File: config.mk
export PLATFORM = sky130hd
export DESIGN_NAME = band_peak_picker
export DESIGN_NICKNAME = d
export VERILOG_FILES = /design/src/rtl/band_peak_picker.sv
export SDC_FILE = /design/constraint.sdc
export NUM_CORES = 1
export LEC_CHECK = 0
export CAP_MARGIN = 20
export CORE_MARGIN = 8
export CORE_UTILIZATION = 30
export DETAILED_ROUTE_END_ITERATION = 6
export PLACE_DENSITY = 0.49
export SYNTH_ARGS = -nofsm -noshare
export SYNTH_HDL_FRONTEND = slang
export SYNTH_SLANG_ARGS = --single-unit
File: constraint.sdc
create_clock -name clk -period 5.4 [get_ports clk]
set_input_delay 0.54 -clock clk [delete_from_list [all_inputs] [get_ports clk]]
set_output_delay 0.54 -clock clk [all_outputs]
set_load 0.01 [all_outputs]
File: src/rtl/band_peak_picker.sv
// Streams a spectral frame band by band and records each band's peak bin index.
// Produces a per-frame fingerprint and per-band threshold flags.
module band_peak_picker #(
    parameter int                DATA_W        = 16,
    parameter int                NUM_BANDS     = 4,
    parameter int                BINS_PER_BAND = 16,
    parameter logic [DATA_W-1:0] MAG_THRESH    = DATA_W'(64)
) (
    input  logic                                          clk,
    input  logic                                          reset,
    input  logic                                          in_valid,
    input  logic                                          in_start,
    input  logic [DATA_W-1:0]                             in_data,
    output logic                                          out_valid,
    output logic [NUM_BANDS*$clog2(BINS_PER_BAND)-1:0]    out_fp,
    output logic [NUM_BANDS-1:0]                          out_band_ok,
    output logic                                          out_frame_err,
    output logic                                          busy
);
    localparam int BIN_W  = $clog2(BINS_PER_BAND);
    localparam int CNT_W  = $clog2(NUM_BANDS * BINS_PER_BAND);
    localparam int BAND_W = CNT_W - BIN_W;
    localparam logic [CNT_W-1:0] LAST_POS = CNT_W'(NUM_BANDS * BINS_PER_BAND - 1);
    localparam logic [BIN_W-1:0] LAST_BIN = BIN_W'(BINS_PER_BAND - 1);

    typedef enum logic {IDLE, ACCUM} state_t;

    state_t                              state_reg;
    logic [CNT_W-1:0]                    cnt_reg;
    logic [DATA_W-1:0]                   max_reg;
    logic [BIN_W-1:0]                    idx_reg;
    logic [NUM_BANDS-1:0][BIN_W-1:0]     res_idx_reg;
    logic [NUM_BANDS-1:0]                res_ok_reg;
    logic                                out_valid_reg;
    logic                                out_frame_err_reg;
    logic [NUM_BANDS*BIN_W-1:0]          out_fp_reg;
    logic [NUM_BANDS-1:0]                out_band_ok_reg;

    logic                                accept;
    logic                                abort;
    logic [CNT_W-1:0]                    pos;
    logic [BIN_W-1:0]                    bin;
    logic [BAND_W-1:0]                   band;
    logic [DATA_W-1:0]                   max_next;
    logic [BIN_W-1:0]                    idx_next;
    logic                                band_done;
    logic                                frame_done;
    logic                                ok_now;
    logic [NUM_BANDS*BIN_W-1:0]          fp_next;
    logic [NUM_BANDS-1:0]                ok_next;

    // A start pulse always re-bases the sample position to bin 0 of band 0.
    always_comb begin
        accept     = in_valid && (state_reg == ACCUM || in_start);
        abort      = in_valid && in_start && state_reg == ACCUM && cnt_reg != '0;
        pos        = in_start ? '0 : cnt_reg;
        bin        = pos[BIN_W-1:0];
        band       = pos[CNT_W-1:BIN_W];
        band_done  = bin == LAST_BIN;
        frame_done = pos == LAST_POS;
        max_next   = max_reg;
        idx_next   = idx_reg;
        if (bin == '0) begin
            max_next = in_data;
            idx_next = '0;
        end else if (in_data > max_reg) begin
            max_next = in_data;
            idx_next = bin;
        end
        ok_now = max_next >= MAG_THRESH;
    end

    // The band finishing on this sample is merged in so the last band needs no extra cycle.
    generate
        for (genvar gi = 0; gi < NUM_BANDS; gi++) begin : g_slot
            always_comb begin
                if (band_done && band == BAND_W'(gi)) begin
                    fp_next[gi*BIN_W +: BIN_W] = idx_next;
                    ok_next[gi]                = ok_now;
                end else begin
                    fp_next[gi*BIN_W +: BIN_W] = res_idx_reg[gi];
                    ok_next[gi]                = res_ok_reg[gi];
                end
            end
        end
    endgenerate

    always_ff @(posedge clk) begin
        if (reset) begin
            state_reg         <= IDLE;
            cnt_reg           <= '0;
            max_reg           <= '0;
            idx_reg           <= '0;
            res_idx_reg       <= '0;
            res_ok_reg        <= '0;
            out_valid_reg     <= 1'b0;
            out_frame_err_reg <= 1'b0;
            out_fp_reg        <= '0;
            out_band_ok_reg   <= '0;
        end else begin
            out_valid_reg     <= 1'b0;
            out_frame_err_reg <= 1'b0;
            if (accept) begin
                max_reg           <= max_next;
                idx_reg           <= idx_next;
                out_frame_err_reg <= abort;
                if (band_done) begin
                    res_idx_reg[band] <= idx_next;
                    res_ok_reg[band]  <= ok_now;
                end
                if (frame_done) begin
                    state_reg       <= IDLE;
                    cnt_reg         <= '0;
                    out_valid_reg   <= 1'b1;
                    out_fp_reg      <= fp_next;
                    out_band_ok_reg <= ok_next;
                end else begin
                    state_reg <= ACCUM;
                    cnt_reg   <= pos + CNT_W'(1);
                end
            end
        end
    end

    assign out_valid     = out_valid_reg;
    assign out_frame_err = out_frame_err_reg;
    assign out_fp        = out_fp_reg;
    assign out_band_ok   = out_band_ok_reg;
    assign busy          = state_reg == ACCUM;

endmodule

# Word-level counts from Yosys, hierarchy flattened
# Cells that the tools add are included.
op_classes:
  addsub: 1
  order_cmp: 4
  eq_ne: 5
  n_mux: 22
  bitwise_logic: 1
  n_reduce_logical: 16
op_table:
  columns: ["op", "n"]
  rows:
  - ["16-bit two-way mux", 2]
  - ["4-bit two-way mux", 7]
  - ["16-bit bitwise mux", 1]
  - ["16-bit by 7-bit greater-or-equal comparator with 1-bit output, second input constant", 1]
  - ["16-bit > comparator", 1]
  - ["6-bit two-way mux", 2]
  - ["1-bit logical AND", 9]
  - ["4-bit demux with 2-bit select", 1]
  - ["1-bit two-way mux", 7]
  - ["6-bit by 1-bit adder with 6-bit output, second input constant", 1]
  - ["6-bit equality test, second input constant", 1]
  - ["6-bit nonzero test", 1]
  - ["4-bit bitwise mux", 1]
  - ["2-bit equality test, second input constant", 2]
  - ["4-bit equality test, second input constant", 1]
  - ["4-bit logical NOT", 1]
  - ["2-bit AND reduction", 2]
  - ["2-bit by 3-bit less-than comparator with 1-bit output, second input constant", 1]
  - ["1-bit demux with 2-bit select", 1]
  - ["2-bit by 1-bit equality test with 1-bit output, second input constant", 1]
  - ["2-bit by 1-bit greater-or-equal comparator with 1-bit output, second input constant", 1]
  - ["2-bit logical NOT", 1]
  - ["2-bit OR reduction", 1]
  - ["1-bit logical OR", 1]
  - ["1-bit NOT", 1]
word_totals:
  register_bits: 69
  inputBits: 20
  word_cells: 62

# Depth between registers and ports, before layout
logic_depth:
  word_depth: 6
  mapped_depth: 13

# Worst setup path before layout
# No wires, ideal clock.
synth_timing:
  kind: "input to register"
  from: "input in_data[15]"
  to: "register idx_reg[2]"
  t_arrival_ns: 2.391
  required_time_ns: 5.326
  path_slack_ns: 2.934
  cell_stages: 10
  cell_sequence: "ha_1 nand4_2 nor4_2 o21ai_1 and3_1 clkbuf_2 or2_1 clkbuf_2 or3_1 a31oi_1"
synth_between:
  elab_chain_cells: 3
synth_rtl:
  columns: ["element", "line", "rtl"]
  rows:
  - ["start: declaration", "13", "input logic [DATA_W-1:0] in_data,"]
  - ["16-bit > comparator", "66", "end else if (in_data > max_reg) begin"]
  - ["4-bit two-way mux", "66", null]
  - ["4-bit two-way mux", "63", "if (bin == '0) begin"]
  - ["end signal: assignment", "105", "idx_reg <= idx_next;"]
  - ["end: declaration", "31", "logic [BIN_W-1:0] idx_reg;"]
# Every way passes these cells.
# A chain may end at the register's enable or synchronous reset.

# Worst setup path after layout
layout_timing:
  from: "input in_start"
  to: "register out_fp_reg[15] (netlist: out_fp[15])"
layout_between:
  elab_chain_cells: 4
  elab_cells_between_ends: 12
layout_rtl:
  columns: ["element", "line", "rtl"]
  rows:
  - ["start: declaration", "12", "input logic in_start,"]
  - ["6-bit two-way mux", "56", "pos = in_start ? '0 : cnt_reg;"]
  - ["4-bit logical NOT, or another cell as far along", "63", null]
  - ["4-bit two-way mux or 1-bit logical AND (tied branches)", "63, 77", null]
  - ["4-bit two-way mux", "77", "if (band_done && band == BAND_W'(gi)) begin"]
  - ["end signal: assignment", "115", "out_fp_reg <= fp_next;"]
  - ["end: declaration", "36", "logic [NUM_BANDS*BIN_W-1:0] out_fp_reg;"]
# Parallel ways exist; a longest one is shown, timed or not.

==> impl_metrics.tcl <==
set metrics [dict create \
    max_stage_delay_ns 0.64 \
    required_time_of_the_critical_path_ns 5.69 \
    placer_s_final_routability_congestion_estimate 0.8059 \
    floorplan.die_area_um2 13220 \
    holdCritPathClass "reg2reg" \
    criticalPathCategory "in2reg" \
    grt_antenna_before_repair 0 \
    cts.reportedPaths.clkPinSlew_ns 0.07 \
    worst-slew-pin-transition_ns 1.008 \
    synth_area_per_cell_um2 8.233 \
    final.period_utilization_pct 58.89 \
    cellLeakagePower_nw 1.412 \
    ctsResizeCount 0 \
    maximum_root_to_sink_buffer_count 2 \
    grt.total_usage_pct 11.05 \
    synth.yosys.seq_area_share_pct 43.59 \
    postCtsSetupRepairBufs 0 \
    setup_tns_ns 0 \
    maxCapViolations 0 \
    finClkSkew_ns 0.01109 \
    drt_pass1_iterations 4 \
    timing.critical_path.arrival_ns 3.47 \
    min_tclk_post_route_ns 3.180 \
    netlist_instances 357 \
    yosysUniqueCellTypes 43 \
    dieWidth_um 115.0 \
    layout_common_cells "sky130_fd_sc_hd__dfxtp_1, sky130_fd_sc_hd__nand2_1, sky130_fd_sc_hd__clkdlybuf4s50_1" \
    maximum_level_of_the_cts_h_tree 3 \
    drive_above_1_share_pct 5.500 \
    netlist_area_um2 2939 \
    power_density_nw_per_um2 285.7 \
    drt.antenna.violating_nets 0 \
    cts_buffers 9 \
    grt_first_pass_wirelength_um 11690 \
    num_vias 2515 \
    path_cells "clkdlybuf4s50_1 -> inv_1 -> nand2_1 -> inv_1 -> ha_1 -> nand2_1 -> nor3_1 -> and2_1 -> nand2_1 -> inv_1 -> o21ai_0 -> nand2_1" \
    timing.final.setup_violations 0 \
    via_count_of_the_first_global_routing_pass 2492 \
    insertion_delay_ns 0.34 \
    finalHoldViolations 0 \
    worstPathMaxFanout 17 \
    setup.worst_path.start_class "input port" \
    grt.overflow.total 0 \
    synth-seq-cells 64 \
    wl_per_cell_um 13.18 \
    via_per_inst 4.719 \
    crit_path_top_cell_by_count "sky130_fd_sc_hd__nand2_1" \
    critical_path.endpoint_type "flop" \
    final_common_cell "sky130_fd_sc_hd__dfxtp_1" \
    insertedDiodeCount 0 \
    mappedNetlistNets 395 \
    slew_viol_final 0 \
    synth_warnings 0 \
    outcome "finished, final reports clean" \
    maximum_number_of_pins_on_one_net_before_global_route_repair 57 \
    timing.critical_path.slowest_stage_cell "sky130_fd_sc_hd__and2_1" \
    floorplan.io_pins 43 \
    die_h_um 115.0 \
    layout-area-overhead-vs-synth_pct 25.29 \
    drt_drc_violations_left 0 \
    timing.slew.headroom_pct 32.81 \
    cts_sinks 64 \
    dominantRegCellSynth "sky130_fd_sc_hd__dfxtp_1" \
    grt_setup_unrepaired "no" \
    core_area_um2 9639 \
    dpl.hpwl_um 5157 \
    iteration_0_drc_count_of_the_detailed_router 102 \
    fin_worst_hold_slack_ns 0.4527 \
    drt_wl_total_um 7024 \
    max_clock_freq_mhz 314.5 \
    number_of_nets_in_the_final_layout 433 \
    initial_utilization_pct 30.49 \
    async_set_reset_flop_share_out_of_synthesis_pct 0 \
    cts_tree "done" \
    floorplan.rows 36 \
    root_buffer_selected_by_cts "sky130_fd_sc_hd__clkbuf_8" \
    vdd.ir_drop.worst_mv 0.1293 \
    portBuffers 42 \
    synth-edff-count 0 \
    cts-hold-fix-buffers 0 \
]
## layout make-up
class                           count  area, um2
Fill cell                        1048       5957
Multi-Input combinational cell    255       1503
Sequential cell                    64       1281
Timing Repair Buffer               43      422.9
Tap cell                          133      166.4
Clock buffer                        9      123.9
Clock inverter                      7      102.6
Inverter                           22      82.58
## stage by stage
| stage | instances | utilization [%] | power [W] | instance area (um2) | setup slack, ns |
|---|---|---|---|---|---|
| 6_report | 533 | 38.20 | 0.001052 | 3682 | 2.220 |
| 5_1_grt | 533 | 38.20 | 0.001102 | 3682 | 1.965 |
| 4_1_cts | 533 | 38.20 | 0.001072 | 3682 | 2.238 |
| 3_5_place_dp | 517 | 35.85 | 0.0005992 | 3456 | 1.883 |
| 3_3_place_gp | 517 | 35.85 | 0.0005987 | 3456 | 1.972 |
| 2_1_floorplan | 357 | - | 0.0005642 | 2939 | 2.934 |
## final timing paths
| path | start | end | slack [ns] | cells after the start |
|---|---|---|---|---|
| setup / recovery | in_start | out_fp[15] | 2.22 | 12 |
| hold / removal | out_fp[15] | out_fp[15] | 0.45 | 2 |
| setup reg to reg | cnt_reg[0] | out_fp[15] | 2.86 | 10 |
| hold reg to reg | out_fp[15] | out_fp[15] | 0.45 | 2 |
## metal layers
metal | track usage, % | vias to the layer above | wire [um]
li1 | - | 1315 | -
met1 | 12.94 | 1138 | 3278
met2 | 18.39 | 51 | 3246
met3 | 3.309 | 11 | 374
met4 | 4.641 | 0 | 125
met5 | 0 | - | 0
## critical path, delay by kind of cell
family / cells / cell delay, ns
simple gates: 6 / 1.56
compound gates: 1 / 0.10
buf+inv: 4 / 1.04
fa+ha+maj: 1 / 0.21
## synthesized netlist by cell type (3+ instances only)
| master | number | share of area, % |
|---|---|---|
| sky130_fd_sc_hd__a21oi_1 | 27 | 4.6 |
| sky130_fd_sc_hd__a32o_1 | 3 | 1.0 |
| sky130_fd_sc_hd__clkbuf_1 | 10 | 1.3 |
| sky130_fd_sc_hd__dfxtp_1 | 64 | 44 |
| sky130_fd_sc_hd__ha_1 | 18 | 7.7 |
| sky130_fd_sc_hd__inv_1 | 22 | 2.8 |
| sky130_fd_sc_hd__mux2i_1 | 16 | 5.4 |
| sky130_fd_sc_hd__nand2_1 | 56 | 7.2 |
| sky130_fd_sc_hd__nand2b_1 | 4 | 0.85 |
| sky130_fd_sc_hd__nand3_1 | 8 | 1.4 |
| sky130_fd_sc_hd__nand3b_1 | 5 | 1.3 |
| sky130_fd_sc_hd__nor2_1 | 40 | 5.1 |
| sky130_fd_sc_hd__nor3_1 | 16 | 2.7 |
| sky130_fd_sc_hd__nor4_1 | 6 | 1.3 |
| sky130_fd_sc_hd__o21ai_0 | 21 | 3.6 |
| sky130_fd_sc_hd__o31ai_1 | 5 | 1.3 |
## logic make-up after synthesis
family	count (synthesis)	synth area share [%]
AND/OR/NAND/NOR	150	23.54
AO/OA/AOI/OAI	71	14.47
flip-flops	64	43.59
buffers and inverters	38	5.279
adder cells (fa/ha/maj)	18	7.663
multiplexers	16	5.449
## report_power, final
part           leakage [nW]  total [W]  switching [W]  internal, W
clock                 0.110   0.000465       0.000200     0.000265
sequential            0.518   0.000486     0.00000587     0.000480
combinational         0.784   0.000101      0.0000570    0.0000443
total                  1.41    0.00105       0.000263     0.000789
(Power assumes the default switching activity.)
